## src/rtl/seq_div.sv

```systemverilog
// Sequential restoring divider: one quotient bit per clock, start/busy/done handshake.
// Define SEQ_DIV_SIGNED_EN for two's-complement operands (truncating division).
module seq_div #(
    parameter int WIDTH = 8
) (
    input  logic             clk,
    input  logic             rst_n,
    input  logic             start,
    input  logic [WIDTH-1:0] dividend,
    input  logic [WIDTH-1:0] divisor,
    output logic             busy,
    output logic             done,
    output logic [WIDTH-1:0] quotient,
    output logic [WIDTH-1:0] remainder,
    output logic             div_by_zero,
    output logic [1:0]       dbg_state
);
    // Handshake: start is sampled only while idle; busy covers the whole operation,
    // done is a one-cycle pulse and the result outputs change only together with it.
    localparam int CW = $clog2(WIDTH + 1);
    localparam logic [CW-1:0]    CNT_INIT = CW'(WIDTH);
    localparam logic [CW-1:0]    CNT_ONE  = CW'(1);
    localparam logic [WIDTH-1:0] ONE      = {{(WIDTH-1){1'b0}}, 1'b1};

    typedef enum logic [1:0] {
        IDLE = 2'd0,
        CALC = 2'd1,
        FIN  = 2'd2
    } state_t;

    state_t state, state_nxt;

    // The partial remainder's top bit is always zero after a restore or a
    // successful subtract, so only the low WIDTH bits are kept.
    logic [WIDTH-1:0] p, p_nxt;
    logic [WIDTH:0]   shifted, trial;
    logic [WIDTH-1:0] q, q_nxt, dvsr;
    logic [WIDTH-1:0] in_a, in_b, res_q, res_r;
    logic [CW-1:0]    cnt;

`ifdef SEQ_DIV_SIGNED_EN
    logic neg_q, neg_r;

    assign in_a  = dividend[WIDTH-1] ? (~dividend + ONE) : dividend;
    assign in_b  = divisor[WIDTH-1]  ? (~divisor + ONE)  : divisor;
    assign res_q = neg_q ? (~q_nxt + ONE) : q_nxt;
    assign res_r = neg_r ? (~p_nxt + ONE) : p_nxt;

    always_ff @(posedge clk or negedge rst_n) begin
        if (!rst_n) begin
            neg_q <= 1'b0;
            neg_r <= 1'b0;
        end else if (state == IDLE && start) begin
            neg_q <= dividend[WIDTH-1] ^ divisor[WIDTH-1];
            neg_r <= dividend[WIDTH-1];
        end
    end
`else
    assign in_a  = dividend;
    assign in_b  = divisor;
    assign res_q = q_nxt;
    assign res_r = p_nxt;
`endif

    // One restoring step: trial subtract, keep the shifted value on borrow.
    always_comb begin
        shifted = {p, q[WIDTH-1]};
        trial   = shifted - {1'b0, dvsr};
        p_nxt   = trial[WIDTH] ? shifted[WIDTH-1:0] : trial[WIDTH-1:0];
        q_nxt   = {q[WIDTH-2:0], ~trial[WIDTH]};
    end

    always_comb begin
        state_nxt = state;
        case (state)
            IDLE: if (start) state_nxt = (divisor == '0) ? FIN : CALC;
            CALC: if (cnt == CNT_ONE) state_nxt = FIN;
            FIN:  if (done) state_nxt = IDLE;
            default: state_nxt = IDLE;
        endcase
    end

    always_ff @(posedge clk or negedge rst_n) begin
        if (!rst_n) state <= IDLE;
        else        state <= state_nxt;
    end

    always_ff @(posedge clk or negedge rst_n) begin
        if (!rst_n) begin
            p           <= '0;
            q           <= '0;
            dvsr        <= '0;
            cnt         <= '0;
            done        <= 1'b0;
            quotient    <= '0;
            remainder   <= '0;
            div_by_zero <= 1'b0;
        end else begin
            case (state)
                IDLE: if (start) begin
                    dvsr <= in_b;
                    p    <= '0;
                    // On divide-by-zero q parks the raw dividend for the remainder.
                    q    <= (divisor == '0) ? dividend : in_a;
                    cnt  <= (divisor == '0) ? '0 : CNT_INIT;
                end
                CALC: begin
                    p   <= p_nxt;
                    q   <= q_nxt;
                    cnt <= cnt - CNT_ONE;
                    if (cnt == CNT_ONE) begin
                        quotient    <= res_q;
                        remainder   <= res_r;
                        div_by_zero <= 1'b0;
                        done        <= 1'b1;
                    end
                end
                FIN: begin
                    if (done) begin
                        done <= 1'b0;
                    end else begin
                        // Divide-by-zero arrives here without done; publish it one edge later.
                        quotient    <= '1;
                        remainder   <= q;
                        div_by_zero <= 1'b1;
                        done        <= 1'b1;
                    end
                end
                default: ;
            endcase
        end
    end

    assign busy      = (state != IDLE);
    assign dbg_state = state;

endmodule

```

## config.mk

```make
export PLATFORM = sky130hd
export DESIGN_NAME = seq_div
export DESIGN_NICKNAME = d
export VERILOG_FILES = /design/src/rtl/seq_div.sv
export SDC_FILE = /design/constraint.sdc
export NUM_CORES = 1
export LEC_CHECK = 0
export ABC_AREA = 1
export BUFFER_PORTS_ARGS = -buffer_cell sky130_fd_sc_hd__buf_2
export CORE_ASPECT_RATIO = 1.5
export CORE_UTILIZATION = 36
export DETAILED_ROUTE_END_ITERATION = 8
export GPL_TIMING_DRIVEN = 1
export SKIP_CTS_REPAIR_TIMING = 1
export SLEW_MARGIN = 10
export SYNTH_ARGS = -nofsm -noshare
export SYNTH_HDL_FRONTEND = slang
export SYNTH_SLANG_ARGS = --single-unit
```

## constraint.sdc

```tcl
create_clock -name clk -period 3.4 [get_ports clk]
set_input_delay 0.68 -clock clk [delete_from_list [all_inputs] [get_ports clk]]
set_output_delay 0.68 -clock clk [all_outputs]
set_load 0.05 [all_outputs]
```

==> results of run 1 <==
==> sequential cells by signal (all words and copies together) (netlist names) <==
| name | count |
|---|---|
| remainder | 8 |
| cnt | 4 |
| q | 8 |
| dbg_state | 2 |
| quotient | 8 |
| div_by_zero | 1 |
| p | 8 |
| dvsr | 8 |
| done | 1 |
==> cell families after synthesis <==
kind of cell,after synthesis
xor gates and xnor gates,3
adders and majority gates,11
DFF,48
buffers and inverters,59
and+or+nand+nor,179
AOI/OAI and AO/OA,45
==> worst max path at each step <==
stage | start | to | slack, ns | cells past startpoint
after floorplan | dbg_state[1] | busy | 1.48 | 2
final | q[7] | remainder[7] | 1.28 | 14
after global routing | q[7] | remainder[7] | 1.02 | 14
after global placement | q[7] | remainder[7] | 1.36 | 14
after CTS | q[7] | remainder[7] | 1.28 | 14
after detailed placement | q[7] | remainder[7] | 1.28 | 14
==> critical path: cells and delay by family, from the launching register on <==
kind                       cells  cell delay, ns
adders and majority gates      2            0.54
buffers and inverters          2            0.15
and+or+nand+nor               10            0.94
DFF                            1            0.38
==> layout make-up <==
class,instances,area (um^2)
flip-flops and latches,48,1200
clock inverters,2,38.8
well taps,100,125
fillers,763,4120
inverters,54,208
multi-input cells,238,1260
repair buffers,39,195
clock buffers,6,82.6
==> through the flow <==
stage | hold slack (ns) | area (um^2)
4_1_cts | 0.483 | 3110
2_1_floorplan | 0.384 | 2700
5_1_grt | 0.522 | 3110
6_report | 0.482 | 3110
3_5_place_dp | 0.460 | 2990
3_3_place_gp | 0.450 | 2990
==> placed cells by master, fill, tap and decap left out, drive strengths merged, types with 2 or more instances in the layout <==
cell type and n:
nand2 121, dfrtp 48, nand3 27, nor2 20
xor2 2, o22ai 2, clkbuf 6, buf 39
inv 54, nand4 3, a21oi 20, nor3 6
a221oi 6, ha 10, o21ai 14
==> layer usage <==
layer | wire, um | track usage [%] | vias up
met5 | 0 | 0 | -
met1 | 2550 | 19.3 | 1110
li1 | - | - | 1182
met2 | 3540 | 35.2 | 45
met4 | 166 | 8.12 | 0
met3 | 165 | 3.08 | 12
==> reports/qor.csv, run 1 <==
metric,value,unit
share of cells above drive strength 1,16.5,%
Slew headroom,27.0,%
Hold Path End,div_by_zero,
final setup violation count,0,
Synth cell types,31,
Setup CP Type,flop to flop,
clock buffer count from CTS,5,
IO Pins,40,
simple-gate portion of the synthesized area,30.6,%
"count leader, synth",nand2_1,
Critical-path top delay cell,fa_1,
Routability Congestion,0.923,
clk root buf,clkbuf_8,
crit-path most repeated cell,nand2_1,
P&R area growth vs syn,15.2,%
R2R setup slack,1.28,ns
final slew viol count,0,
cell count after synthesis,345,
Worst Skew,0.0112,ns
DP Wirelength,4.81,mm
Global Route Usage Sum,18.5,%
average size of a mapped cell,7.82,um^2
Rows,38,
Max Cap Violations,0,
reg2reg end,remainder[7],
Hold WC Path Type,flop to flop,
fin crit period,2.12,ns
CP startpoint kind,flop,
WHS Path Cells,2,
Syn Nets,375,
crit path cell chain,inv_1 -> ha_1 -> inv_1 -> fa_1 -> nand2_1 -> nand2_2 -> nand3_2 -> nand2_1 -> nand2_2 -> nand2_2 -> nand2_1 -> nand3_1 -> nand2_1 -> nand2_1,
Synthesis Warnings,0,
Vias/cell,4.82,
PortBufs,39,
Detailed Route Iter0 Violations,126,
initial antenna violation count,0,
Critical Path Fanout Max,7,
multiplexer share of the synthesized area,0,%
largest family of logic cells by synthesized area,simple AND/OR/NAND/NOR gates,
post-placement setup slack,1.28,ns
complex-gate fraction of the synthesized area,9.60,%
Post-synth top cells,"117 x nand2_1, 49 x inv_1, 48 x dfrtp_1",
CTS tree,built,
top_reg_cell synth,dfrtp_1,
ranking of synthesized cells by area,"dfrtp_1 45%, nand2_1 16%, inv_1 6.8%",
Initial Util,37.3,%
Final Cycle Share,62.3,%
Antenna Cells,0,
WL final,6.42,mm
global-route wire length before repair,11.0,mm
Crit Reg-Reg Startpoint,q[7],
Final Core Density,43.0,%
worst endpoint required time,3.61,ns
largest net degree at the start of global routing,49,
Synth Area in Adders,5.38,%
clk_lat worst skew,0.32,ns
Fin Setup TNS,0,ns
WL per Instance,13.2,um
gr ovfl total,0,
sequential fraction of the synthesis area,44.5,%
vias,2349,
R2R cell count,14,
Mapped Area,2700,um^2
Final WS setup,1.28,ns
ANT nets after route,0,
DRC,0,
Post-Synth XOR/XNOR Area,0.974,%
number of synthesized flops with an enable pin,0,
Fin. Hold Viols,0,
vias in the first global route,2402,
Hold Path Origin,div_by_zero,
largest area contributor in the synthesized netlist,dfrtp_1,
CTS sink count,48,
Layout Cells excl Fill,487,
max incr delay on CP,0.39,ns
dpl cells,479,
Setup crit end kind,flop,
RSZ-0062 raised after global routing,no,
CTS max path bufs,2,
Crit path arrival time,2.33,ns
Worst-path clk slew,0.09,ns
H-tree depth,2,
die footprint,7850,um^2
Core Area,7230,um^2
status,finished clean,
width of the die,72.7,um
achievable frequency,0.472,GHz
Pre-Repair DR Iteration Count,4,
register bit total from synthesis,48,
Slew @ Worst Pin,1.10,ns
Yosys top cell area share,44.5,%
Post-synth ARST share,100,%
fin nets,416,
Die Ht,108,um
Power of run 1 is left out: the tool's default activity adds up to more than one toggle a clock period on the data nets, which glitch-free logic cannot reach.
==> run 2, diff against run 1 <==
Clock period 3.4 ns to 1.7 ns, I/O delays scaled along.
==> reports/qor.csv, run 2 (same netlist as run 1, synthesis figures left out) <==
metric,value,unit,change
final slew viol count,0,,unchanged
WL final,6.83,mm,was 6.42 mm
fin crit period,1.87,ns,was 2.12 ns
WL per Instance,13.2,um,about the same
vias,2471,,was 2349
fin nets,447,,was 416
initial antenna violation count,0,,unchanged
Setup CP Type,flop to flop,,unchanged
vias in the first global route,2458,,was 2402
ANT nets after route,0,,unchanged
Initial Util,37.3,%,unchanged
CTS sink count,48,,unchanged
Fin. Hold Viols,20,,was 0
P&R area growth vs syn,30.4,%,was 15.2%
crit path cell chain,inv_2 -> ha_4 -> inv_2 -> fa_2 -> nand2_2 -> nand2_4 -> nand3_4 -> nand2_4 -> nand2_8 -> nand2_8 -> nand2_2 -> nand3_2 -> nand2_1 -> nand2_1,,was inv_1 -> ha_1 -> inv_1 -> fa_1 -> nand2_1 -> nand2_2 -> nand3_2 -> nand2_1 -> nand2_2 -> nand2_2 -> nand2_1 -> nand3_1 -> nand2_1 -> nand2_1
IO Pins,40,,unchanged
RSZ-0062 raised after global routing,yes,,was no
Critical Path Fanout Max,7,,unchanged
Final Cycle Share,110,%,was 62.3%
Setup crit end kind,flop,,unchanged
failing checks,"hold timing, setup timing",,
most frequent cells in the layout,"100 x nand2_1, 48 x dfrtp_1, 47 x inv_1",,"was 117 x nand2_1, 49 x inv_1, 48 x dfrtp_1"
status,"finished, violations left",,was finished clean
Multi-input gate area,1440,um^2,was 1260 um^2
clk_lat worst skew,0.32,ns,about the same
Min Hold Slack,-0.00923,ns,was 0.482 ns
final setup violation count,18,,was 0
Slew @ Worst Pin,0.352,ns,was 1.10 ns
R2R cell count,14,,unchanged
clk root buf,clkbuf_8,,unchanged
Critical-path top delay cell,dfrtp_1,,was fa_1
Hold WC Path Type,primary input to asynchronous set/reset pin,,was flop to flop
gr ovfl total,0,,unchanged
CTS tree,built,,unchanged
CTS max path bufs,2,,unchanged
Antenna Cells,0,,unchanged
worst endpoint required time,1.92,ns,was 3.61 ns
H-tree depth,2,,unchanged
Detailed Route Iter0 Violations,116,,was 126
Crit Reg-Reg Startpoint,q[7],,unchanged
max incr delay on CP,0.41,ns,was 0.39 ns
Worst Skew,0.00502,ns,was 0.0112 ns
Routability Congestion,0.854,,was 0.923
Critical Path Sink,remainder[6],,was remainder[7]
"most common cell after layout, fill and taps aside",nand2_1,,unchanged
Worst-path clk slew,0.09,ns,about the same
clock buffer count from CTS,5,,unchanged
DP Wirelength,5.13,mm,was 4.81 mm
Rows,38,,unchanged
Reg area,1200,um^2,unchanged
Max Cap Violations,0,,unchanged
Crit path arrival time,2.09,ns,was 2.33 ns
Final WS setup,-0.172,ns,was 1.28 ns
global-route wire length before repair,11.3,mm,was 11.0 mm
FILL cells,749,,was 763
Fin Setup TNS,-2.53,ns,was 0 ns
Pre-Repair DR Iteration Count,4,,unchanged
Core Area,7230,um^2,unchanged
die footprint,7850,um^2,unchanged
Die Ht,108,um,unchanged
Vias/cell,4.77,,was 4.82
reg2reg end,remainder[6],,was remainder[7]
largest net degree at the start of global routing,49,,unchanged
Global Route Usage Sum,19.1,%,was 18.5%
CP Launch Point,q[7],,unchanged
PortBufs,39,,unchanged
Slew headroom,76.5,%,was 27.0%
share of cells above drive strength 1,29.7,%,was 16.5%
CP startpoint kind,flop,,unchanged
Final Core Density,48.7,%,was 43.0%
width of the die,72.7,um,unchanged
achievable frequency,0.534,GHz,was 0.472 GHz
R2R setup slack,-0.17,ns,was 1.28 ns
DRC,0,,unchanged
run 2: cell count changes in the layout (fill, tap and decap cells not counted), sizes merged:
cell	change
clkinvlp	+2
clkinv	-1
bufinv	-1
buf	+31
run 2: critical path: cells and delay by family (launching register included):
family	cells	cell delay [ns]
buffers and inverters	2	0.12
adder cells (fa/ha/maj)	2	0.46
flip-flops	1	0.41
AND/OR/NAND/NOR	10	0.80
run 2: area by class of cell:
class	count	share of cell area (%)
clock inverter	2	0.427
timing repair buffer	70	12.6
sequential	48	34.1
clock buffer	6	2.35
inverter	54	5.90
tap	100	3.55
multi-input combinational	238	41.0
run 2: stage by stage:
| step | std cells | instance area, um^2 | setup slack, ns | hold WS [ns] |
|---|---|---|---|---|
| after global placement | 508 | 3260 | -0.185 | 0.351 |
| after global routing | 518 | 3520 | -0.276 | 0.0169 |
| after floorplan | 345 | 2750 | -0.102 | 0.0444 |
| final | 518 | 3520 | -0.172 | -0.00923 |
| after detailed placement | 508 | 3260 | -0.196 | 0.353 |
| after CTS | 516 | 3360 | -0.215 | 0.00401 |
run 2: per-layer routing:
layer	track usage [%]	up-vias	wire length (um)
met5	0	-	0
met4	6.44	0	95
met3	2.70	6	124
met2	36.8	24	3900
met1	20.9	1195	2710
li1	-	1246	-
run 2: how the worst min path moves through the flow:
stage	from	endpoint	slack, ns	cells past startpoint
after floorplan	rst_n	cnt[0]	0.04	0
after global routing	rst_n	remainder[4]	0.02	2
after detailed placement	rst_n	remainder[4]	0.35	2
after global placement	rst_n	remainder[4]	0.35	2
final	rst_n	remainder[4]	-0.009	2
after CTS	rst_n	p[7]	0.004	2
Power of run 2 is left out for the same reason.
==> run 3, diff against run 2 <==
Settings changed: BUFFER_PORTS_ARGS -buffer_cell sky130_fd_sc_hd__buf_2 to -buffer_cell sky130_fd_sc_hd__clkbuf_2.
==> reports/qor.csv, run 3 (same netlist as run 1, synthesis figures left out) <==
metric,value,unit,change
Slew headroom,72.7,%,was 76.5%
worst endpoint required time,1.91,ns,was 1.92 ns
P&R area growth vs syn,29.7,%,was 30.4%
Buf/Inv on CP,2,,unchanged
DP Wirelength,5.14,mm,was 5.13 mm
CTS sink count,48,,unchanged
dpl cells,508,,unchanged
Core Area,7230,um^2,unchanged
clk_lat worst skew,0.31,ns,was 0.32 ns
CTS max path bufs,2,,unchanged
share of cells above drive strength 1,27.3,%,was 29.7%
vias in the first global route,2413,,was 2458
WL per Instance,13.0,um,was 13.2 um
Critical-path top delay cell,dfrtp_1,,unchanged
Crit Reg-Reg Startpoint,q[7],,unchanged
Global Route Usage Sum,19.0,%,was 19.1%
Worst-path clk slew,0.10,ns,was 0.09 ns
IO Pins,40,,unchanged
WL final,6.74,mm,was 6.83 mm
clock buffer count from CTS,5,,unchanged
Vias/cell,4.73,,was 4.77
global-route wire length before repair,11.3,mm,about the same
Layout Cells excl Fill,518,,unchanged
gr ovfl total,0,,unchanged
die footprint,7850,um^2,unchanged
clk root buf,clkbuf_8,,unchanged
Initial Util,37.3,%,unchanged
crit path cell chain,inv_2 -> ha_4 -> inv_2 -> fa_2 -> nand2_1 -> nand2_2 -> nand3_4 -> nand2_4 -> nand2_2 -> nand2_4 -> nand2_2 -> nand3_1 -> nand2_1 -> nand2_1,,was inv_2 -> ha_4 -> inv_2 -> fa_2 -> nand2_2 -> nand2_4 -> nand3_4 -> nand2_4 -> nand2_8 -> nand2_8 -> nand2_2 -> nand3_2 -> nand2_1 -> nand2_1
Reg area,1200,um^2,unchanged
Pre-Repair DR Iteration Count,4,,unchanged
Hold WC Path Type,primary input to asynchronous set/reset pin,,unchanged
status,"finished, violations left",,unchanged
CP top delay family,simple AND/OR/NAND/NOR gates,,unchanged
most frequent cells in the layout,"107 x nand2_1, 48 x dfrtp_1, 47 x inv_1",,"was 100 x nand2_1, 48 x dfrtp_1, 47 x inv_1"
CP startpoint kind,flop,,unchanged
CTS tree,built,,unchanged
Detailed Route Iter0 Violations,179,,was 116
Max Cap Violations,0,,unchanged
Multi-input gate area,1390,um^2,was 1440 um^2
Worst Skew,0.0100,ns,was 0.00502 ns
"most common cell after layout, fill and taps aside",nand2_1,,unchanged
ANT nets after route,0,,unchanged
Routability Congestion,0.851,,was 0.854
vias,2448,,was 2471
FILL cells,745,,was 749
Final WS setup,-0.169,ns,was -0.172 ns
DRC,0,,unchanged
Rows,38,,unchanged
Min Hold Slack,-0.00514,ns,was -0.00923 ns
achievable frequency,0.535,GHz,was 0.534 GHz
width of the die,72.7,um,unchanged
final setup violation count,18,,unchanged
Die Ht,108,um,unchanged
Critical Path Fanout Max,4,,was 7
Setup crit end kind,flop,,unchanged
final slew viol count,0,,unchanged
fin crit period,1.87,ns,about the same
PortBufs,39,,unchanged
Slew @ Worst Pin,0.409,ns,was 0.352 ns
CP Launch Point,q[7],,unchanged
Fin. Hold Viols,7,,was 20
max incr delay on CP,0.39,ns,was 0.41 ns
Final Cycle Share,110,%,about the same
failing checks,"hold timing, setup timing",,unchanged
Crit path arrival time,2.08,ns,was 2.09 ns
initial antenna violation count,0,,unchanged
RSZ-0062 raised after global routing,yes,,unchanged
H-tree depth,2,,unchanged
fin nets,447,,unchanged
Setup CP Type,flop to flop,,unchanged
largest net degree at the start of global routing,49,,unchanged
Antenna Cells,0,,unchanged
run 3: final cells by class:
class                           instances  area share (%)
Multi-Input combinational cell        238            39.6
Sequential cell                        48            34.3
Timing Repair Buffer                   70            12.6
Inverter                               54            5.93
Tap cell                              100            3.58
Clock buffer                            5            1.97
Clock inverter                          3            1.97
run 3: routing by layer:
layer / GRT usage [%] / vias to the layer above / share of wire (%)
met5: 0 / - / 0
met4: 5.88 / 0 / 1.7
met3: 3.36 / 11 / 2.0
met2: 35.0 / 35 / 55
met1: 21.9 / 1161 / 41
li1: - / 1241 / -
run 3: worst reg2reg max path: stages (launching register included):
cell     delay [ns]
dfrtp_1        0.39
inv_2          0.08
ha_4           0.12
inv_2          0.04
fa_2           0.33
nand2_1        0.08
nand2_2        0.07
nand3_4        0.12
nand2_4        0.08
nand2_2        0.11
nand2_4        0.07
nand2_2        0.06
nand3_1        0.09
nand2_1        0.08
nand2_1        0.05
run 3: per-stage QoR:
stage	setup slack (ns)	TNS, ns	cell area (um^2)	utilization [%]
6_report	-0.169	-2.21	3500	48.4
3_3_place_gp	-0.181	-2.12	3260	45.2
5_1_grt	-0.288	-4.38	3500	48.4
2_1_floorplan	-0.102	-1.39	2750	-
4_1_cts	-0.217	-2.82	3400	47.1
3_5_place_dp	-0.207	-2.52	3260	45.2
run 3: worst paths after layout:
kind                                end  slack [ns]  cells after the start
max                        remainder[2]       -0.17                     14
min                                q[5]      -0.005                      2
max reg2reg                remainder[2]       -0.17                     14
min in group clk                dvsr[2]        0.26                      3
max in group asynchronous       dvsr[5]        1.46                      2
min reg2reg                 div_by_zero        0.48                      2
Power of run 3 is left out for the same reason.
